**src/rtl/tape_line_buffer.sv**
```systemverilog
// Two-slot line buffer between the CAS player byte port and the 64-bit image store.
// Demand misses fill the LRU slot; each completed demand access may queue a prefetch of the next line.
module tape_line_buffer #(
  parameter int ADDR_W     = 27,
  parameter int LINE_BYTES = 8
) (
  input  logic              clk,
  input  logic              reset_n,
  input  logic [ADDR_W-1:0] ram_a,
  input  logic              ram_rd,
  output logic [7:0]        ram_di,
  output logic              buff_mem_ready,
  input  logic [ADDR_W-1:0] cas_size,
  input  logic              image_load,
  input  logic              rewind,
  output logic              cas_end,
  output logic [ADDR_W-1:0] mem_addr,
  output logic              mem_rd,
  input  logic              mem_ready,
  input  logic [63:0]       mem_dout
);
  localparam int OFF_W = $clog2(LINE_BYTES);
  localparam int TAG_W = ADDR_W - OFF_W;

  typedef enum logic [2:0] {IDLE, LOOKUP, FILL, DONE, PREFETCH} state_t;

  state_t            state;
  logic [ADDR_W-1:0] req_addr;
  logic [ADDR_W-1:0] cas_size_q;
  logic [1:0]        slot_valid;
  logic [TAG_W-1:0]  slot_tag  [2];
  logic [63:0]       slot_data [2];
  logic              lru;
  logic              pf_sched;
  logic              pf_slot;
  logic [TAG_W-1:0]  pf_tag;
  logic              req_pending;
  logic              abort_q;

  logic              flush;
  logic              accept;
  logic [ADDR_W-1:0] size_eff;
  logic [TAG_W-1:0]  req_tag;
  logic [TAG_W-1:0]  next_tag;
  logic              next_carry;
  logic              next_in_range;
  logic              next_present;
  logic              hit0, hit1, hit, hit_slot;
  logic              out_of_range;
  logic              kill_end;
  logic [5:0]        bit_off;
  logic [7:0]        hit_byte;
  logic [7:0]        fill_byte;

  always_comb begin
    flush        = image_load | rewind;
    accept       = ram_rd & buff_mem_ready;
    size_eff     = image_load ? cas_size : cas_size_q;
    req_tag      = req_addr[ADDR_W-1:OFF_W];
    bit_off      = {req_addr[OFF_W-1:0], 3'b000};
    {next_carry, next_tag} = {1'b0, req_tag} + {{TAG_W{1'b0}}, 1'b1};
    // A carry out means the line wrapped past the top of the address space.
    next_in_range = !next_carry && ({next_tag, {OFF_W{1'b0}}} < cas_size_q);
    hit0         = slot_valid[0] && (slot_tag[0] == req_tag);
    hit1         = slot_valid[1] && (slot_tag[1] == req_tag);
    hit          = hit0 | hit1;
    hit_slot     = !hit0;
    next_present = (slot_valid[0] && (slot_tag[0] == next_tag)) ||
                   (slot_valid[1] && (slot_tag[1] == next_tag));
    out_of_range = req_addr >= cas_size_q;
    kill_end     = req_addr >= size_eff;
    hit_byte     = slot_data[hit_slot][bit_off +: 8];
    fill_byte    = mem_dout[bit_off +: 8];
  end

  always_ff @(posedge clk or negedge reset_n) begin
    if (!reset_n) begin
      state          <= IDLE;
      req_addr       <= '0;
      cas_size_q     <= '0;
      slot_valid     <= '0;
      slot_tag       <= '{default: '0};
      slot_data      <= '{default: '0};
      lru            <= 1'b0;
      pf_sched       <= 1'b0;
      pf_slot        <= 1'b0;
      pf_tag         <= '0;
      req_pending    <= 1'b0;
      abort_q        <= 1'b0;
      ram_di         <= '0;
      buff_mem_ready <= 1'b1;
      cas_end        <= 1'b0;
      mem_addr       <= '0;
      mem_rd         <= 1'b0;
    end else begin
      if (flush) begin
        slot_valid <= '0;
        pf_sched   <= 1'b0;
      end
      if (image_load) cas_size_q <= cas_size;

      case (state)
        IDLE: begin
          if (accept) begin
            req_addr       <= ram_a;
            buff_mem_ready <= 1'b0;
            state          <= LOOKUP;
          end
        end

        LOOKUP: begin
          state          <= DONE;
          buff_mem_ready <= 1'b1;
          if (flush) begin
            ram_di  <= '0;
            cas_end <= kill_end;
          end else if (out_of_range) begin
            ram_di  <= '0;
            cas_end <= 1'b1;
          end else if (hit) begin
            ram_di  <= hit_byte;
            cas_end <= 1'b0;
            lru     <= !hit_slot;
            if (next_in_range && !next_present) begin
              pf_sched <= 1'b1;
              pf_tag   <= next_tag;
              pf_slot  <= !hit_slot;
            end
          end else begin
            mem_addr       <= {req_tag, {OFF_W{1'b0}}};
            mem_rd         <= 1'b1;
            buff_mem_ready <= 1'b0;
            state          <= FILL;
          end
        end

        FILL: begin
          if (mem_ready) begin
            mem_rd         <= 1'b0;
            abort_q        <= 1'b0;
            buff_mem_ready <= 1'b1;
            state          <= DONE;
            if (flush || abort_q) begin
              ram_di  <= '0;
              cas_end <= kill_end;
            end else begin
              slot_valid[lru] <= 1'b1;
              slot_tag[lru]   <= req_tag;
              slot_data[lru]  <= mem_dout;
              ram_di          <= fill_byte;
              cas_end         <= 1'b0;
              lru             <= !lru;
              if (next_in_range) begin
                pf_sched <= 1'b1;
                pf_tag   <= next_tag;
                pf_slot  <= !lru;
              end
            end
          end else if (flush) begin
            abort_q <= 1'b1;
          end
        end

        DONE: begin
          pf_sched <= 1'b0;
          if (pf_sched && !flush) begin
            mem_addr <= {pf_tag, {OFF_W{1'b0}}};
            mem_rd   <= 1'b1;
            state    <= PREFETCH;
            if (accept) begin
              req_addr       <= ram_a;
              req_pending    <= 1'b1;
              buff_mem_ready <= 1'b0;
            end
          end else if (accept) begin
            req_addr       <= ram_a;
            buff_mem_ready <= 1'b0;
            state          <= LOOKUP;
          end else begin
            state <= IDLE;
          end
        end

        PREFETCH: begin
          if (accept) begin
            req_addr       <= ram_a;
            req_pending    <= 1'b1;
            buff_mem_ready <= 1'b0;
          end
          if (mem_ready) begin
            mem_rd      <= 1'b0;
            abort_q     <= 1'b0;
            req_pending <= 1'b0;
            if (!(flush || abort_q)) begin
              slot_valid[pf_slot] <= 1'b1;
              slot_tag[pf_slot]   <= pf_tag;
              slot_data[pf_slot]  <= mem_dout;
            end
            // A request that waited behind a cancelled prefetch is completed empty.
            if (req_pending || accept) begin
              if (flush || abort_q) begin
                ram_di         <= '0;
                cas_end        <= (accept ? ram_a : req_addr) >= size_eff;
                buff_mem_ready <= 1'b1;
                state          <= DONE;
              end else begin
                state <= LOOKUP;
              end
            end else begin
              state <= IDLE;
            end
          end else if (flush) begin
            abort_q <= 1'b1;
          end
        end

        default: state <= IDLE;
      endcase
    end
  end
endmodule
```
**config.mk**
```make
export PLATFORM = sky130hd
export DESIGN_NAME = tape_line_buffer
export DESIGN_NICKNAME = d
export VERILOG_FILES = /design/src/rtl/tape_line_buffer.sv
export SDC_FILE = /design/constraint.sdc
export NUM_CORES = 1
export LEC_CHECK = 0
export ABC_AREA = 1
export BUFFER_PORTS_ARGS = -buffer_cell sky130_fd_sc_hd__buf_2
export CAP_MARGIN = 20
export CORE_MARGIN = 3
export CORE_UTILIZATION = 45
export CTS_CLUSTER_DIAMETER = 30
export CTS_CLUSTER_SIZE = 8
export DETAILED_ROUTE_END_ITERATION = 6
export GPL_TIMING_DRIVEN = 0
export PLACE_DENSITY_LB_ADDON = 0.05
export SYNTH_ARGS = -nofsm -noshare
export SYNTH_HDL_FRONTEND = slang
export SYNTH_SLANG_ARGS = --single-unit
```
**constraint.sdc**
```tcl
create_clock -name clk -period 7.9 [get_ports clk]
set_input_delay 0.79 -clock clk [delete_from_list [all_inputs] [get_ports clk]]
set_output_delay 0.79 -clock clk [all_outputs]
set_load 0.02 [all_outputs]
```
==> metrics.md <==
| Metric | Value |
|---|---|
| Worst clock skew | `24.4 ps` |
| Die Width | `211 um` |
| Count leader, synth | `nand2_1` |
| Layout filler cell count | `3,916` |
| Pwr Total | `10,700 uW` |
| Top cell family by delay on the critical path | `simple AND/OR/NAND/NOR gates` |
| Clock Pin Slew Worst Setup and Hold Paths | `40 ps` |
| Worst Path Max Fanout | `10` |
| Synth top area cells | `dfrtp_1 39%, nand2_1 15%, o21ai_0 8.3%` |
| GRT Util Overall | `34.2%` |
| CTS Sinks | `299` |
| Vias post-DR | `19,520` |
| Post-synth EDFFs | `0` |
| Die height | `211 um` |
| Router iterations before antenna repair | `6` |
| Final Net Count | `3,100` |
| WP buf/inv | `3` |
| Area Growth Syn to Fin | `26.9%` |
| WS Path Type | `flip-flop to flip-flop` |
| Core Region | `0.0412 mm2` |
| RR Startpoint | `req_addr[3]` |
| Post_cts resized | `0` |
| Maximum vdd drop | `0.240 mV` |
| Initial antenna violation count | `0` |
| Area of the die | `0.0446 mm2` |
| Number of global-route vias before repair | `19,360` |
| PortBufs | `158` |
| Worst Hold Class | `input pin to async pin` |
| Post-synth top area cell | `dfrtp_1` |
| Fraction of layout cells with a size suffix above 1 | `15.6%` |
| CTS tree | `built` |
| # placed instances | `3,308` |
| Mapped Area | `0.0190 mm2` |
| Largest net degree at the start of global routing | `92` |
| Cts hold-fix bufs | `0` |
| Library cells used by synthesis | `49` |
| DP HPWL | `59,600 um` |
| Post-place instance area | `0.0205 mm2` |
| CP Data Required Time | `8450 ps` |
| Non-Filler Instances | `3,482` |
| N_diodes | `0` |
| Final setup violation count | `0` |
| Initial drt markers | `1,723` |
| Top cells by count, synth | `745 x nand2_1, 315 x o21ai_0, 298 x dfrtp_1, 265 x inv_1, 200 x nand3_1` |
| Cts bufs inserted | `92` |
| Post-Syn Area per Cell | `7.25 um2` |
| Starting density of the core | `46.0%` |
| Sequential area share after synthesis | `39.5%` |
| Max stage delay on crit path | `660 ps` |
| Final GP Congestion | `0.943` |
| DRT Wirelength | `77,000 um` |
| Hold Fails Final Rpt | `0` |
| Asr flop ratio synth | `100%` |
| Outcome | `finished, final reports clean` |
| Most used cell along the critical path | `nand2_1` |
| GRT Residual Overflow | `0` |
| Max-Cap Viols | `0` |
| CP Cell Sequence | `ha_1 -> nand3_1 -> nor2_1 -> inv_1 -> nor2_2 -> nand2_1 -> nand2_1 -> inv_1 -> ha_1 -> nand2_1 -> nor2_1 -> a211oi_1 -> o21ai_0 -> a21oi_1 -> nand3_1 -> nand2_1 -> clkbuf_1 -> nand4_1 -> nand2_1` |
| Clock Tree Buf Depth | `3` |
| Post-route clock period utilization | `55.9%` |
| Yosys warnings | `0` |
| Worst path slowest cell | `dfrtp_1` |
| Main synth FF type | `dfrtp_1` |
| FF+latch count, synth | `299` |
| Setup bufs post-CTS | `0` |
| Synth Instances | `2,613` |
| Pwr Density | `446 mW/mm2` |
| Post-Layout Inst Area | `0.0241 mm2` |
| Fin worst setup slack | `3480 ps` |
| Antenna-violating nets left | `0` |
| DRC violation count after routing | `0` |
| Synth top area share | `39.3%` |
| Post-layout min period | `4420 ps` |
| CP startpoint | `req_addr[3]` |
| Skew-Pair Late Insertion Delay | `630 ps` |
| Pins Over Slew Limit | `0` |
| Via density | `5.61` |
| RSZ-0062 raised after global routing | `no` |
| Cell Rows | `74` |
| Setup tns final | `0 ps` |
| WL per Instance | `22.1 um` |
| H-tree Lvls | `3` |
| Worst slew margin | `34.1%` |
| Maximum clock frequency | `226 MHz` |
| Worst Path Arrival | `4970 ps` |
| CP startpoint kind | `flip-flop` |
| Place WS | `3620 ps` |
| Leak pwr | `0.0121 uW` |
| Crit. End Element | `flip-flop` |
| Global-route wire length before repair | `115,000 um` |
| Worst Tran Pin Value | `981 ps` |
| Root Buffer | `clkbuf_16` |
| IO Pins | `162` |
-- cell families (layout without fill, tap and decap cells) --
family	count (synthesis)	after routing	synth area share (%)
and+or+nand+nor	1220	1220	27.9
AOI/OAI and AO/OA	530	530	14.7
buffers and inverters	408	743	8.56
DFF	299	299	39.5
adders and majority gates	106	106	7.00
xor gates and xnor gates	39	39	1.80
muxes	10	10	0.594
other	1	3	0.0198
-- sequential cells by signal (all words and copies together) (netlist names), 2 cells and up --
register and cells:
state 3, slot_data 128, ram_di 8, slot_valid 2
cas_size_q 27, slot_tag 48, req_addr 27, pf_tag 24
mem_addr 24
-- cell usage in the layout (no fill, tap or decap), types with 4 or more instances in the layout --
master      netlist  final
buf_1             5      5
xnor2_1          18     18
nand3_1         200    200
nor2_1          126    126
clkinvlp_4        0     14
clkinv_2          1     15
buf_2            25    182
clkbuf_16         0     93
o21a_1            8      8
ha_1            106    106
nand2_1         745    745
bufinv_16         0     22
xor2_1           21     21
mux2_2           10     10
inv_2             8      8
nor2_2           11     11
o21ai_0         315    315
clkbuf_8          0     15
nor3_1           13     13
clkinv_1          4      4
o22ai_1          48     48
inv_1           265    265
a31oi_1           6      6
nand4_1          62     62
clkbuf_1         84     87
dfrtp_1         298    298
or2_2            26     26
nand2_2          18     18
clkinv_4          0      7
buf_4            10     10
o21ai_1          17     17
a21oi_1         122    122
-- worst register-to-register path, cell delays in order, from the launching register on --
cell,delay (ps)
dfrtp_1,660
ha_1,360
nand3_1,220
nor2_1,200
inv_1,120
nor2_2,170
nand2_1,80
nand2_1,100
inv_1,120
ha_1,310
nand2_1,60
nor2_1,40
a211oi_1,190
o21ai_0,120
a21oi_1,140
nand3_1,200
nand2_1,360
clkbuf_1,570
nand4_1,200
nand2_1,100
-- layout make-up --
cell class | instances | area, um2 | area share, %
clock inverters | 63 | 1000 | 4.16
inverters | 279 | 1050 | 4.37
clock buffers | 111 | 2540 | 10.6
repair buffers | 161 | 883 | 3.67
flip-flops and latches | 299 | 7480 | 31.1
plain buffers | 129 | 572 | 2.38
well taps | 532 | 666 | 2.77
multi-input cells | 1908 | 9850 | 41.0
-- path summary, 6_finish.rpt --
path / to / slack [ps] / cells past startpoint
min: cas_size_q[22] / 80 / 1
max in group asynchronous: slot_data[85] / 6940 / 2
max reg2reg: pf_tag[23] / 3480 / 19
max: pf_tag[23] / 3480 / 19
min reg2reg: pf_tag[21] / 460 / 2
min in group clk: req_pending / 440 / 2
-- report_power, final --
group / total (uW) / internal [uW] / switching, uW
Combinational: 3950 / 1230 / 2720
Sequential: 2610 / 2140 / 471
Clock: 4170 / 3010 / 1170
Total: 10700 / 6370 / 4360
-- routing by layer --
| metal | GRT usage, % | share of wire (%) | routed length [um] |
|---|---|---|---|
| met1 | 40.2 | 39 | 29900 |
| met2 | 58.7 | 49 | 37500 |
| met3 | 5.85 | 5.7 | 4420 |
| met4 | 21.0 | 6.8 | 5210 |
| met5 | 0 | 0 | 0 |
-- stage by stage --
step	hold WS (ps)	utilization, %
finish	75.8	58.4
global placement	455	49.6
floorplan	442	-
global route	94.2	58.4
detailed placement	459	49.8
CTS	84.8	58.4
Note: power is estimated with default switching activity, not from simulation.
